`src/rtl/loop_delay_meter_pkg.sv`:
```
// ---------------------------------------------------------------------------
// loop_delay_meter_pkg
//   Shared definitions for the loop delay meter: FSM state type, counter
//   width, saturation value and default probe parameters.
// ---------------------------------------------------------------------------
package loop_delay_meter_pkg;

    // Width of the shared settle/delay counter and of the reported delay.
    localparam int DELAY_W = 8;

    // Delay count at which a measurement gives up; the counter never wraps.
    localparam logic [DELAY_W-1:0] MAX_COUNT = 8'd255;

    // Default probe settings.
    localparam logic signed [15:0] DEF_PULSE_AMP     = 16'sd8192;
    localparam int                 DEF_PULSE_LEN     = 4;
    localparam int                 DEF_SETTLE_CYCLES = 16;

    typedef enum logic [2:0] {
        IDLE   = 3'd0,
        SETTLE = 3'd1,
        FIRE   = 3'd2,
        WAIT   = 3'd3,
        DONE   = 3'd4
    } state_t;

endpackage

```
`src/rtl/loop_delay_meter.sv`:
```
// ---------------------------------------------------------------------------
// loop_delay_meter
//   Measures the round-trip delay of an external loop (DAC -> ... -> ADC).
//   After a start request it waits until the return signal has stayed below
//   the threshold for SETTLE_CYCLES clocks, fires a PULSE_LEN-clock probe of
//   amplitude PULSE_AMP on data_o, and counts clocks until data_i reaches the
//   threshold. The count (0 = combinational loopback) is reported on delay_o;
//   if nothing arrives by count 255 the result saturates and timeout_o is set.
//
// Ports
//   clk_i      in   clock, rising edge
//   rst_i      in   asynchronous active-high reset
//   start_i    in   single-cycle measurement request (ignored while busy)
//   thr_i      in   signed 16-bit detection threshold
//   data_i     in   signed 16-bit loop return (ADC side)
//   data_o     out  signed 16-bit probe stimulus (DAC side), registered
//   delay_o    out  measured delay in clocks, held until the next result
//   done_o     out  one-cycle pulse when a measurement ends
//   timeout_o  out  last measurement saw no crossing, held until next result
//   busy_o     out  high whenever the FSM is not in IDLE
// ---------------------------------------------------------------------------
module loop_delay_meter
    import loop_delay_meter_pkg::*;
#(
    parameter logic signed [15:0] PULSE_AMP     = DEF_PULSE_AMP,
    parameter int                 PULSE_LEN     = DEF_PULSE_LEN,
    parameter int                 SETTLE_CYCLES = DEF_SETTLE_CYCLES
) (
    input  logic                      clk_i,
    input  logic                      rst_i,
    input  logic                      start_i,
    input  logic signed [15:0]        thr_i,
    input  logic signed [15:0]        data_i,
    output logic signed [15:0]        data_o,
    output logic [DELAY_W-1:0]        delay_o,
    output logic                      done_o,
    output logic                      timeout_o,
    output logic                      busy_o
);

    // Last counter values of the settle phase and of the probe pulse.
    localparam logic [DELAY_W-1:0] SETTLE_LAST = DELAY_W'(SETTLE_CYCLES - 1);
    localparam logic [DELAY_W-1:0] PULSE_LAST  = DELAY_W'(PULSE_LEN - 1);

    state_t                    state_reg,   state_next;
    logic [DELAY_W-1:0]        cnt_reg,     cnt_next;
    logic signed [15:0]        data_reg,    data_next;
    logic [DELAY_W-1:0]        delay_reg,   delay_next;
    logic                      timeout_reg, timeout_next;
    logic                      done_reg,    done_next;
    logic                      busy_reg,    busy_next;

    // Unregistered compare: a combinational loopback is seen in the same
    // clock the probe leaves, giving a delay of 0.
    logic hit;
    assign hit = (data_i >= thr_i);

    always_comb begin
        state_next   = state_reg;
        cnt_next     = cnt_reg;
        data_next    = '0;
        delay_next   = delay_reg;
        timeout_next = timeout_reg;
        done_next    = 1'b0;

        case (state_reg)
            IDLE: begin
                if (start_i) begin
                    state_next = SETTLE;
                    cnt_next   = '0;
                end
            end

            SETTLE: begin
                // The counter holds the number of consecutive quiet clocks
                // already seen; the current quiet clock completes the run.
                if (hit) begin
                    cnt_next = '0;
                end else if (cnt_reg == SETTLE_LAST) begin
                    state_next = FIRE;
                    cnt_next   = '0;
                    data_next  = PULSE_AMP;
                end else begin
                    cnt_next = cnt_reg + 1'b1;
                end
            end

            FIRE, WAIT: begin
                if (hit) begin
                    state_next   = DONE;
                    delay_next   = cnt_reg;
                    timeout_next = 1'b0;
                    done_next    = 1'b1;
                end else if (cnt_reg == MAX_COUNT) begin
                    state_next   = DONE;
                    delay_next   = MAX_COUNT;
                    timeout_next = 1'b1;
                    done_next    = 1'b1;
                end else begin
                    cnt_next = cnt_reg + 1'b1;
                    if ((state_reg == FIRE) && (cnt_reg != PULSE_LAST)) begin
                        data_next = PULSE_AMP;
                    end else begin
                        state_next = WAIT;
                    end
                end
            end

            DONE: begin
                state_next = IDLE;
                cnt_next   = '0;
            end

            default: begin
                state_next = IDLE;
                cnt_next   = '0;
            end
        endcase

        busy_next = (state_next != IDLE);
    end

    always_ff @(posedge clk_i or posedge rst_i) begin
        if (rst_i) begin
            state_reg   <= IDLE;
            cnt_reg     <= '0;
            data_reg    <= '0;
            delay_reg   <= '0;
            timeout_reg <= 1'b0;
            done_reg    <= 1'b0;
            busy_reg    <= 1'b0;
        end else begin
            state_reg   <= state_next;
            cnt_reg     <= cnt_next;
            data_reg    <= data_next;
            delay_reg   <= delay_next;
            timeout_reg <= timeout_next;
            done_reg    <= done_next;
            busy_reg    <= busy_next;
        end
    end

    assign data_o    = data_reg;
    assign delay_o   = delay_reg;
    assign done_o    = done_reg;
    assign timeout_o = timeout_reg;
    assign busy_o    = busy_reg;

endmodule

```
`config.mk`:
```
export PLATFORM = sky130hd
export DESIGN_NAME = loop_delay_meter
export DESIGN_NICKNAME = d
export VERILOG_FILES = /design/src/rtl/loop_delay_meter_pkg.sv /design/src/rtl/loop_delay_meter.sv
export SDC_FILE = /design/constraint.sdc
export NUM_CORES = 1
export LEC_CHECK = 0
export ABC_AREA = 1
export BUFFER_PORTS_ARGS = -buffer_cell sky130_fd_sc_hd__buf_2
export CORE_MARGIN = 2
export CORE_UTILIZATION = 30
export DETAILED_ROUTE_END_ITERATION = 10
export RECOVER_POWER = 100
export REMOVE_ABC_BUFFERS = 1
export SLEW_MARGIN = 30
export SYNTH_ARGS = -nofsm -noshare
export SYNTH_HDL_FRONTEND = slang
export SYNTH_SLANG_ARGS = --single-unit
export TNS_END_PERCENT = 10
```
`constraint.sdc`:
```
create_clock -name clk_i -period 4.2 [get_ports clk_i]
set_input_delay 0.21 -clock clk_i [delete_from_list [all_inputs] [get_ports clk_i]]
set_output_delay 0.21 -clock clk_i [all_outputs]
set_load 0.01 [all_outputs]
```
==> impl_metrics.env <==
export IMPL_outcome="completed"
export IMPL_cts_htree_levels=1
export IMPL_grt_max_degree=24
export IMPL_path_cells="buf_2, inv_1, ha_1, a21oi_1, o21ai_0, a21oi_1, nand2_2, nand2_1, nand3_4, nand2_1, nand2_1, nor2_1, nand2_1, nand2_1"
export IMPL_insertion_delay_ns=0.26
export IMPL_die_area_um2=6790
export IMPL_critPathArrivalTime_ns=2.93
export IMPL_cts_tree="yes"
export IMPL_drtIter0Drc=106
export IMPL_core_area_um2=5920
export IMPL_synthTopCellsByArea="dfrtp_1 31%, nand2_1 14%, ha_1 12%"
export IMPL_grt_pass1_vias=1595
export IMPL_cts_hold_fix_buffers=0
export IMPL_skew_ns=0.00154
export IMPL_diodes=0
export IMPL_synth_seq_cells=23
export IMPL_syn_area_per_cell_um2=7.09
export IMPL_clk_pin_slew_ns=0.08
export IMPL_syn_instance_count=260
export IMPL_ant_nets=0
export IMPL_grt_usage=0.125
export IMPL_hpwl_um=3230
export IMPL_synth_cell_types=28
export IMPL_viasPerCell=4.38
export IMPL_cp_end_kind="flip-flop"
export IMPL_yosysWarningCount=0
export IMPL_fill_cells=631
export IMPL_cts_buffer_depth=2
export IMPL_finalHoldViolCount=0
export IMPL_drv_cap=0
export IMPL_cts_buffers=3
export IMPL_max_freq_ghz=0.367
export IMPL_globalplace_congestion=0.841
export IMPL_setup_viol=0
export IMPL_finalCriticalPeriod_ns=2.73
export IMPL_nNetsFinal=359
export IMPL_hold_path_class="input pin to asynchronous set/reset pin"
export IMPL_cpPeakStageDelay_ns=0.52
export IMPL_syn2layout_area_growth_pct=13.7
export IMPL_cts_resized_gates=0
export IMPL_root_buffer="clkbuf_8"
export IMPL_rsz0062_at_grt="false"
export IMPL_startpoint_type="input pin"
export IMPL_firstDrtPassIters=4
export IMPL_fin_ws_ns=1.47
export IMPL_start_util=0.311
export IMPL_dp_slack_ns=2.03
export IMPL_tightest_slew_ns=0.871
export IMPL_wl_per_cell_um=10.4
export IMPL_critical_path_required_ns=4.40
export IMPL_setup_tns_ns=0
export IMPL_grt_overflow=0
export IMPL_yosys_area_top_type="dfrtp_1"
export IMPL_die_w_um=82.4
export IMPL_antenna_found_initial=0
export IMPL_grt_pass1_wl_um=6670
export IMPL_dieHeight_um=82.4
export IMPL_vias=1670
export IMPL_portBuffers=46
export IMPL_critPathKind="input pin to flip-flop"
export IMPL_ir_drop_mv=0.131
export IMPL_drive_gt1_frac=0.157
export IMPL_min_period_over_period=0.649
export IMPL_netlist_area_um2=1840
export IMPL_io_pins=62
export IMPL_p_per_area_nw_per_um2=249
export IMPL_cp_max_fo=12
export IMPL_slowest_stage="nor2_1"
export IMPL_clkSinkCount=23
export IMPL_rows=28
export IMPL_ys_seq_area_frac=0.312
export IMPL_drc=0
export IMPL_drt_total_wl_um=3980
export IMPL_crit_path_frequent_cell="nand2_1"
export IMPL_cts_setup_buffers=0
export IMPL_max_slew_margin=0.419
export IMPL_yosys_area_top_type_share=0.312
export IMPL_leakagePower_nw=1.19
export IMPL_maxSlewViolCount=0
worst paths after layout:
path / start / slack (ns) / cells after the start / to
max: thr_i[15] / 1.47 / 14 / cnt_reg[1]$_DFFE_PP0P_
min in group clk_i: start_i / 0.27 / 3 / state_reg[0]$_DFF_PP0_
max reg2reg: cnt_reg[0]$_DFFE_PP0P_ / 1.78 / 10 / cnt_reg[1]$_DFFE_PP0P_
min reg2reg: delay_o[0]$_DFFE_PP0P_ / 0.50 / 2 / delay_o[0]$_DFFE_PP0P_
max in group asynchronous: rst_i / 3.55 / 2 / cnt_reg[5]$_DFFE_PP0P_
min: rst_i / 0.11 / 2 / done_o$_DFF_PP0_
cells in the final DEF, fill, tap and decap left out, drive strengths merged, types with 2 or more instances in the layout:
master and instances:
a21oi 7, buf 34, clkbuf 15, clkinv 2, conb 15, dfrtp 23
ha 17, inv 39, nand2 74, nand3 8, nand4 13, nor2 45
nor3 2, nor4 2, o21ai 3, xor2 2
cell families after synthesis:
logic type,synth area share
AOI/OAI and AO/OA,0.0434
xor gates and xnor gates,0.00950
adders and majority gates,0.115
buffers and inverters,0.154
DFF,0.312
other,0.00203
and+or+nand+nor,0.364
cell type report:
cell class              instances  area [um2]  share of cell area
clock inverters                 1        5.00             0.00239
multi-input cells             193        1020               0.484
well taps                      75        93.8              0.0447
repair buffers                 46         215               0.103
flip-flops and latches         23         576               0.274
inverters                      40         150              0.0716
clock buffers                   3        41.3              0.0197
layer usage:
| metal | GRT usage | wire length (um) |
|---|---|---|
| met1 | 0.151 | 1780 |
| met2 | 0.236 | 2030 |
| met3 | 0.0152 | 132 |
| met4 | 0.0217 | 36 |
| met5 | 0 | 0 |
Yosys cell counts:
cell,instances
nand2_1,69
nor2_1,43
inv_1,39
dfrtp_1,23
ha_1,17
buf_4,15
nand4_1,13
nand3_1,6
a21oi_1,5
nand2_2,3
a21oi_2,2
buf_2,2
nand2_4,2
nand3_4,2
nor2_4,2
nor3_1,2
nor4_1,2
o21ai_0,2
xor2_1,2
a21o_1,1
buf_6,1
clkinv_1,1
conb_1,1
nand3b_2,1
o211ai_1,1
o21a_1,1
o21ai_1,1
or2_2,1
power by group:
group	leakage, nW	internal (mW)	switching, mW
combinational	0.902	0.0540	0.0808
clock	0.0255	0.0662	0.0714
sequential	0.263	0.233	0.0165
total	1.19	0.353	0.169
worst max-delay path, delay by kind of cell:
kind            cells  cell delay [ns]
compound gates      3             0.56
fa+ha+maj           1             0.36
buf+inv             2             0.10
simple gates        8             1.69
metrics by stage:
| stage | area, um2 | total power, mW | utilization | std cells | hold WS [ns] |
|---|---|---|---|---|---|
| floorplan | 1760 | 0.349 | - | 256 | 0.212 |
| global placement | 2090 | 0.387 | 0.352 | 377 | 0.437 |
| detailed placement | 2090 | 0.391 | 0.352 | 377 | 0.437 |
| CTS | 2130 | 0.528 | 0.360 | 381 | 0.151 |
| global route | 2100 | 0.557 | 0.354 | 381 | 0.186 |
| finish | 2100 | 0.522 | 0.354 | 381 | 0.114 |
(Power assumes the default switching activity.)
